==> src/rtl/cam_ctrl.sv <==
// cam_ctrl: command sequencer for a 16-entry CAM.
// Arbitrates between write and search requesters and drives the CAM pins.
// The CAM has no valid bits, so this block mirrors its write pointer and
// keeps a valid mask that qualifies the raw match vector.
module cam_ctrl #(
  parameter int unsigned DEPTH     = 16,
  parameter int unsigned WIDTH     = 7,
  parameter int unsigned MATCH_LAT = 1,
  localparam int unsigned IDXW     = $clog2(DEPTH)
) (
  input  logic             clk,
  input  logic             rst,
  input  logic             wr_valid,
  output logic             wr_ready,
  input  logic [WIDTH-1:0] wr_data,
  input  logic             srch_valid,
  output logic             srch_ready,
  input  logic [WIDTH-1:0] srch_key,
  output logic             res_valid,
  input  logic             res_ready,
  output logic             res_hit,
  output logic             res_multi,
  output logic [IDXW-1:0]  res_index,
  input  logic             clr_req,
  output logic [IDXW:0]    occupancy,
  output logic             full,
  output logic             busy,
  output logic             cam_we,
  output logic [WIDTH-1:0] cam_content,
  output logic             cam_rst_n,
  input  logic [DEPTH-1:0] cam_found
);

  localparam logic [2:0] StIdle   = 3'd0;
  localparam logic [2:0] StWrite  = 3'd1;
  localparam logic [2:0] StSrch   = 3'd2;
  localparam logic [2:0] StCapt   = 3'd3;
  localparam logic [2:0] StResult = 3'd4;
  localparam logic [2:0] StClear  = 3'd5;

  logic [2:0]       state_q, state_d;
  logic             rr_srch_q, rr_srch_d;   // 1: last grant went to search
  logic [WIDTH-1:0] content_q, content_d;
  logic [DEPTH-1:0] valid_q, valid_d;
  logic [IDXW-1:0]  wp_q, wp_d;
  logic [IDXW:0]    occ_q, occ_d;
  logic             clr_pend_q, clr_pend_d;
  logic [7:0]       lat_q, lat_d;
  logic             res_hit_q, res_hit_d;
  logic             res_multi_q, res_multi_d;
  logic [IDXW-1:0]  res_index_q, res_index_d;

  logic             idle_grant;
  logic             wr_acc, srch_acc;
  logic [DEPTH-1:0] match;
  logic             hit_c, multi_c;
  logic [IDXW-1:0]  idx_c;

  // Readies: only in IDLE with no clear pending; a tie goes opposite the last grant.
  always_comb begin
    idle_grant = (state_q == StIdle) && !clr_pend_q && !rst;
    wr_ready   = idle_grant && (!srch_valid || rr_srch_q);
    srch_ready = idle_grant && (!wr_valid || !rr_srch_q);
    wr_acc     = wr_valid && wr_ready;
    srch_acc   = srch_valid && srch_ready;
  end

  // Qualify raw CAM matches with the valid mask and encode hit/multi/lowest index.
  always_comb begin
    match   = cam_found & valid_q;
    hit_c   = |match;
    multi_c = |(match & (match - DEPTH'(1)));
    idx_c   = '0;
    for (int i = DEPTH - 1; i >= 0; i--) begin
      if (match[i]) idx_c = IDXW'(i);
    end
  end

  // Next-state logic for the sequencer and mirrored CAM bookkeeping.
  always_comb begin
    state_d     = state_q;
    rr_srch_d   = rr_srch_q;
    content_d   = content_q;
    valid_d     = valid_q;
    wp_d        = wp_q;
    occ_d       = occ_q;
    lat_d       = lat_q;
    res_hit_d   = res_hit_q;
    res_multi_d = res_multi_q;
    res_index_d = res_index_q;
    clr_pend_d  = clr_pend_q | clr_req;
    case (state_q)
      StIdle: begin
        if (clr_pend_q) begin
          state_d = StClear;
        end else if (wr_acc) begin
          state_d   = StWrite;
          content_d = wr_data;
          rr_srch_d = 1'b0;
        end else if (srch_acc) begin
          state_d   = StSrch;
          content_d = srch_key;
          rr_srch_d = 1'b1;
          lat_d     = '0;
        end
      end
      StWrite: begin
        // The CAM advances its one-hot pointer on every write; track it here.
        valid_d[wp_q] = 1'b1;
        wp_d = (wp_q == IDXW'(DEPTH - 1)) ? '0 : wp_q + IDXW'(1);
        if (occ_q != (IDXW + 1)'(DEPTH)) occ_d = occ_q + (IDXW + 1)'(1);
        state_d = StIdle;
      end
      StSrch: begin
        if (lat_q == 8'(MATCH_LAT - 1)) state_d = StCapt;
        else lat_d = lat_q + 8'd1;
      end
      StCapt: begin
        res_hit_d   = hit_c;
        res_multi_d = multi_c;
        res_index_d = idx_c;
        state_d     = StResult;
      end
      StResult: begin
        if (res_ready) state_d = StIdle;
      end
      StClear: begin
        valid_d    = '0;
        wp_d       = '0;
        occ_d      = '0;
        // A request arriving during the clear itself is kept for another pass.
        clr_pend_d = clr_req;
        state_d    = StIdle;
      end
      default: state_d = StIdle;
    endcase
  end

  // State registers with synchronous active-high reset.
  always_ff @(posedge clk) begin
    if (rst) begin
      state_q     <= StIdle;
      rr_srch_q   <= 1'b1;
      content_q   <= '0;
      valid_q     <= '0;
      wp_q        <= '0;
      occ_q       <= '0;
      clr_pend_q  <= 1'b0;
      lat_q       <= '0;
      res_hit_q   <= 1'b0;
      res_multi_q <= 1'b0;
      res_index_q <= '0;
    end else begin
      state_q     <= state_d;
      rr_srch_q   <= rr_srch_d;
      content_q   <= content_d;
      valid_q     <= valid_d;
      wp_q        <= wp_d;
      occ_q       <= occ_d;
      clr_pend_q  <= clr_pend_d;
      lat_q       <= lat_d;
      res_hit_q   <= res_hit_d;
      res_multi_q <= res_multi_d;
      res_index_q <= res_index_d;
    end
  end

  // Output decode.
  always_comb begin
    res_valid   = (state_q == StResult);
    res_hit     = res_hit_q;
    res_multi   = res_multi_q;
    res_index   = res_index_q;
    occupancy   = occ_q;
    full        = (occ_q == (IDXW + 1)'(DEPTH));
    busy        = (state_q != StIdle) || clr_pend_q;
    cam_we      = (state_q == StWrite);
    cam_content = content_q;
    cam_rst_n   = ~(rst | (state_q == StClear));
  end

endmodule

==> config.mk <==
export PLATFORM = sky130hd
export DESIGN_NAME = cam_ctrl
export DESIGN_NICKNAME = d
export VERILOG_FILES = /design/src/rtl/cam_ctrl.sv
export SDC_FILE = /design/constraint.sdc
export NUM_CORES = 1
export LEC_CHECK = 0
export BUFFER_PORTS_ARGS = -buffer_cell sky130_fd_sc_hd__buf_4
export CORE_MARGIN = 3
export CORE_UTILIZATION = 45
export CTS_CLUSTER_SIZE = 40
export DETAILED_ROUTE_END_ITERATION = 8
export MAX_ROUTING_LAYER = met4
export PLACE_DENSITY = 0.71
export SLEW_MARGIN = 20
export SYNTH_ARGS = -nofsm -noshare
export SYNTH_HDL_FRONTEND = slang
export SYNTH_SLANG_ARGS = --single-unit
==> constraint.sdc <==
create_clock -name clk -period 2.5 [get_ports clk]
set_clock_uncertainty 0.1 [all_clocks]
set_input_delay 0.25 -clock clk [delete_from_list [all_inputs] [get_ports clk]]
set_output_delay 0.25 -clock clk [all_outputs]
set_load 0.02 [all_outputs]
==> results by stage <==
Power and ir drop:
- The clock power share is 0.275.
- The cell leakage power is 0.00139 uW.
- In this run the power density over the cells is ~540 nW/um^2.
- Of the total power, the share spent switching nets is 0.310.
- The share of total power in sequential cells is 0.502.
- IR analysis of the VDD net gives a maximum drop of between 0.2 and 0.3 mV.
- The logic gate share of total power is 0.223.
- The internal power of the cells totals ~1200 uW.
- In this run the power spent charging and discharging nets is 547 uW.

Drt:
- The number of antenna-violating nets in the routed design is 0.
- The detailed-router iteration count before antenna repair is 4.
- The detailed-route via count is approximately 2600.
- The routed length per instance is 14.5 microns.
- For this block, the initial DRC count from the detailed router was 226.
- In the routed design, unresolved DRC markers number 0.
- Using the TritonRoute via totals, the vias-per-cell ratio works out to a little under 6.
- The routed wire length is 6550 microns.

Placed design:
- The global placer's final weighted congestion is around 0.9.
- The post-detailed-placement cell area is between 3000 and 4000 sq um.
- During placement, the flow inserted port buffers numbering 60.
- Detailed placement ended at an HPWL of 4960 microns.

Logic synthesis:
- The post-synthesis cell type with the largest combined area is sky130_fd_sc_hd__dfxtp_1.
- The total nets after synthesis is 363.
- For this run, asynchronously set or reset flops after synthesis account for 0.
- Yosys instantiated no cell more often than sky130_fd_sc_hd__nor2_1.
- Counting flops with a built-in enable in the synthesized netlist gives 0.
- The flip-flop cell with the highest count after synthesis is sky130_fd_sc_hd__dfxtp_1.
- In this run, synthesis produced a sequential element count of 51.
- Of the synthesized area, sequential elements account for 0.387.
- Yosys attributes the largest share of cell area to sky130_fd_sc_hd__dfxtp_1 39%, sky130_fd_sc_hd__nor2_1 7.8%, sky130_fd_sc_hd__a21oi_1 5.9%, sky130_fd_sc_hd__a31oi_1 5.2%, sky130_fd_sc_hd__nand2_1 3.8%.
- The portion of synthesized cell area occupied by the leading cell type is 0.387.
- The mean post-synth cell area is 8.27 sq um.
- In the synthesized netlist, the cells that appear most often are 55 x sky130_fd_sc_hd__nor2_1, 51 x sky130_fd_sc_hd__dfxtp_1, 31 x sky130_fd_sc_hd__a21oi_1, 27 x sky130_fd_sc_hd__nand2_1, 22 x sky130_fd_sc_hd__a31oi_1.
- The mapped cell area is 2640 sq um.
- The synthesized netlist contains 54 unique library cells.
- Synthesis produced a netlist whose cell count is 319.
- The number of synthesis warnings is 0.

Timing:
- The final max-slew violation count was 0.
- Setup violations remaining at the end of the flow were counted as 0.
- The count of endpoints failing hold in the final timing report is 0.
- Setup repair after global routing left no endpoint under its margin.
- Measured against its own limit, the worst slew margin works out to 0.592.
- The shortest clock period the worst path allows after layout is 2.21 ns.
- The maximum clock frequency is 0.453 GHz.
- The transition time at the pin with the least slew margin is around 0.61 ns.
- The final total negative setup slack is 0 ns.
- The fraction of the cycle the final worst path needs is 0.883.

Setup path:
- The reg-to-reg endpoint is lat_q[4]$_SDFFE_PP0P_.
- The critical path endpoint category is a register.
- The worst setup path category is register to register.
- Measured in cells, the most critical reg-to-reg path has a length of 8.
- The startpoint kind of the worst setup timing path is a register.
- The flop-to-flop setup slack is roughly 0.29 ns.
- The maximum net fanout on the critical path is 8.
- STA puts the critical path data arrival time at 2.30 ns.
- The startpoint of the most critical register-to-register path is lat_q[0]$_SDFFE_PP0P_.
- At the worst endpoint, the required time is 2.60 ns.

Clock network:
- Buffers added to address setup during post-CTS repair amount to 0.
- The CTS tree is done.
- The root buffer cell is sky130_fd_sc_hd__clkbuf_8.
- The number of buffers between clock root and the deepest sink is 2.
- The number of gates given a new drive strength after cts is 0.
- In this run, post-CTS hold repair placed 0 buffers.
- The later pin in the worst-skew pair is clocked with a latency of roughly 0.31 ns.
- The number of CTS-inserted buffers is 5.
- Counting every sink on the clock net gives 51.
- The H-tree depth is 2.
- The post-CTS clock slew at the launch and capture registers of the worst setup and hold paths is about 0.10 ns.

Die:
- The horizontal extent of the die is roughly 83 microns.
- The die is approximately 83 microns tall.
- The initial cell density of the core is 0.473.
- The area of the placeable core is 5570 sq um.
- The number of rows created at floorplan is 27.
- The I/O pin count is 61.
- The area of the die is 6820 sq um.

Global route:
- The number of antenna violations at the first check in global routing is 0.
- The first-pass GRT wire length is 10200 microns.
- The via count of the first global-routing pass is 2129.
- The total overflow left after global routing is 0.
- Entering global routing, the biggest net connects 25 pins.
- In the global route stage, overall resource usage came out at 0.196.

Worst hold path:
- The path class of the tightest hold or removal check is primary input to register.
- The critical hold path startpoint is clr_req.
- Along the worst hold path, the cell count comes to 2.
- The path with the worst hold slack has its endpoint at clr_pend_q$_SDFF_PP0_.

Final layout:
- The share of final-layout standard cells stronger than drive strength 1 is 0.211.
- The layout overhead on the synthesized area is 22.9%.
- 0 antenna diodes ended up in the layout.
- The total number of nets in the final design is 423.
- The area of all placed cells without fillers is 3240 sq um.

Run status:
- The run finished with clean final reports.

Job:
- The number of violations of the max-capacitance limit is 0.
kinds of logic after synthesis:
group,synth area share
fa+ha+maj,0.0379
flops,0.387
compound gates,0.250
mux,0.0341
buf+inv,0.0356
xor+xnor,0.0266
simple gates,0.229
critical path, stage by stage, from the launching register on:
cell,delay (ns)
sky130_fd_sc_hd__dfxtp_1,0.37
sky130_fd_sc_hd__inv_1,0.08
sky130_fd_sc_hd__ha_1,0.13
sky130_fd_sc_hd__or4b_4,0.46
sky130_fd_sc_hd__o41ai_4,0.38
sky130_fd_sc_hd__nand2_2,0.21
sky130_fd_sc_hd__nand4_1,0.16
sky130_fd_sc_hd__xor2_1,0.16
sky130_fd_sc_hd__nor2_1,0.05
flip-flops by register name, indices dropped and copies added (netlist names):
| register | flops |
|---|---|
| cam_content | 7 |
| clr_pend_q | 1 |
| lat_q | 8 |
| occupancy | 5 |
| res_hit | 1 |
| res_index | 4 |
| res_multi | 1 |
| rr_srch_q | 1 |
| state_q | 3 |
| valid_q | 16 |
| wp_q | 4 |
worst max path at each step:
| stage | end | startpoint | cells after the start | slack, ns |
|---|---|---|---|---|
| floorplan | lat_q[5]$_SDFFE_PP0P_ | lat_q[0]$_SDFFE_PP0P_ | 8 | 0.50 |
| global placement | lat_q[5]$_SDFFE_PP0P_ | lat_q[0]$_SDFFE_PP0P_ | 8 | 0.39 |
| detailed placement | lat_q[4]$_SDFFE_PP0P_ | lat_q[0]$_SDFFE_PP0P_ | 8 | 0.29 |
| CTS | lat_q[4]$_SDFFE_PP0P_ | lat_q[0]$_SDFFE_PP0P_ | 8 | 0.28 |
| global route | lat_q[3]$_SDFFE_PP0P_ | lat_q[0]$_SDFFE_PP0P_ | 8 | 0.12 |
| finish | lat_q[4]$_SDFFE_PP0P_ | lat_q[0]$_SDFFE_PP0P_ | 8 | 0.29 |
cells in the final DEF (no fill, tap or decap), types with 2 or more instances in the layout:
cell / instances
sky130_fd_sc_hd__clkbuf_8: 5
sky130_fd_sc_hd__a22oi_1: 9
sky130_fd_sc_hd__a21o_1: 2
sky130_fd_sc_hd__ha_1: 8
sky130_fd_sc_hd__a311oi_1: 2
sky130_fd_sc_hd__o21ai_0: 7
sky130_fd_sc_hd__xor2_1: 7
sky130_fd_sc_hd__nand3_1: 9
sky130_fd_sc_hd__a21oi_1: 31
sky130_fd_sc_hd__inv_1: 11
sky130_fd_sc_hd__nand2b_1: 5
sky130_fd_sc_hd__nor3_1: 4
sky130_fd_sc_hd__nand2_1: 27
sky130_fd_sc_hd__and2_1: 4
sky130_fd_sc_hd__buf_4: 63
sky130_fd_sc_hd__a31oi_1: 22
sky130_fd_sc_hd__nor2b_1: 3
sky130_fd_sc_hd__a22o_1: 5
sky130_fd_sc_hd__mux2i_1: 9
sky130_fd_sc_hd__nand4_1: 7
sky130_fd_sc_hd__dfxtp_1: 51
sky130_fd_sc_hd__nand3b_1: 3
sky130_fd_sc_hd__nor2_1: 55
power by group through the flow:
| stage | Sequential [uW] | Clock, uW | Combinational [uW] |
|---|---|---|---|
| after floorplan | 901 | 0 | 249 |
| after global placement | 903 | 0 | 388 |
| after detailed placement | 905 | 0 | 393 |
| after CTS | 886 | 497 | 394 |
| after global routing | 893 | 538 | 435 |
| final | 887 | 485 | 393 |
final cells by class:
type                    count  area (sq um)
flip-flops and latches     51          1020
clock inverters             3          22.5
clock buffers               5          68.8
well taps                  72          90.1
repair buffers             63           473
inverters                  12          45.0
fillers                   552          2330
multi-input cells         246          1520
metal layers:
| metal | up-vias | wire length (microns) | global-route usage |
|---|---|---|---|
| li1 | 1285 | - | - |
| met1 | 1263 | 3200 | 0.288 |
| met2 | 57 | 3030 | 0.284 |
| met3 | 4 | 281 | 0.0325 |
| met4 | 0 | 34 | 0.0392 |
| met5 | - | 0 | - |
stage by stage:
stage	setup WS, ns	utilization	instances	hold slack (ns)	power [uW]
2_1_floorplan	0.496	-	319	0.222	1150
3_3_place_gp	0.388	0.566	444	0.339	1290
3_5_place_dp	0.285	0.566	444	0.356	1300
4_1_cts	0.283	0.582	452	0.0552	1780
5_1_grt	0.115	0.582	452	0.0421	1870
6_report	0.292	0.582	452	0.0594	1770
No activity file was read; power rests on OpenSTA's default activity.
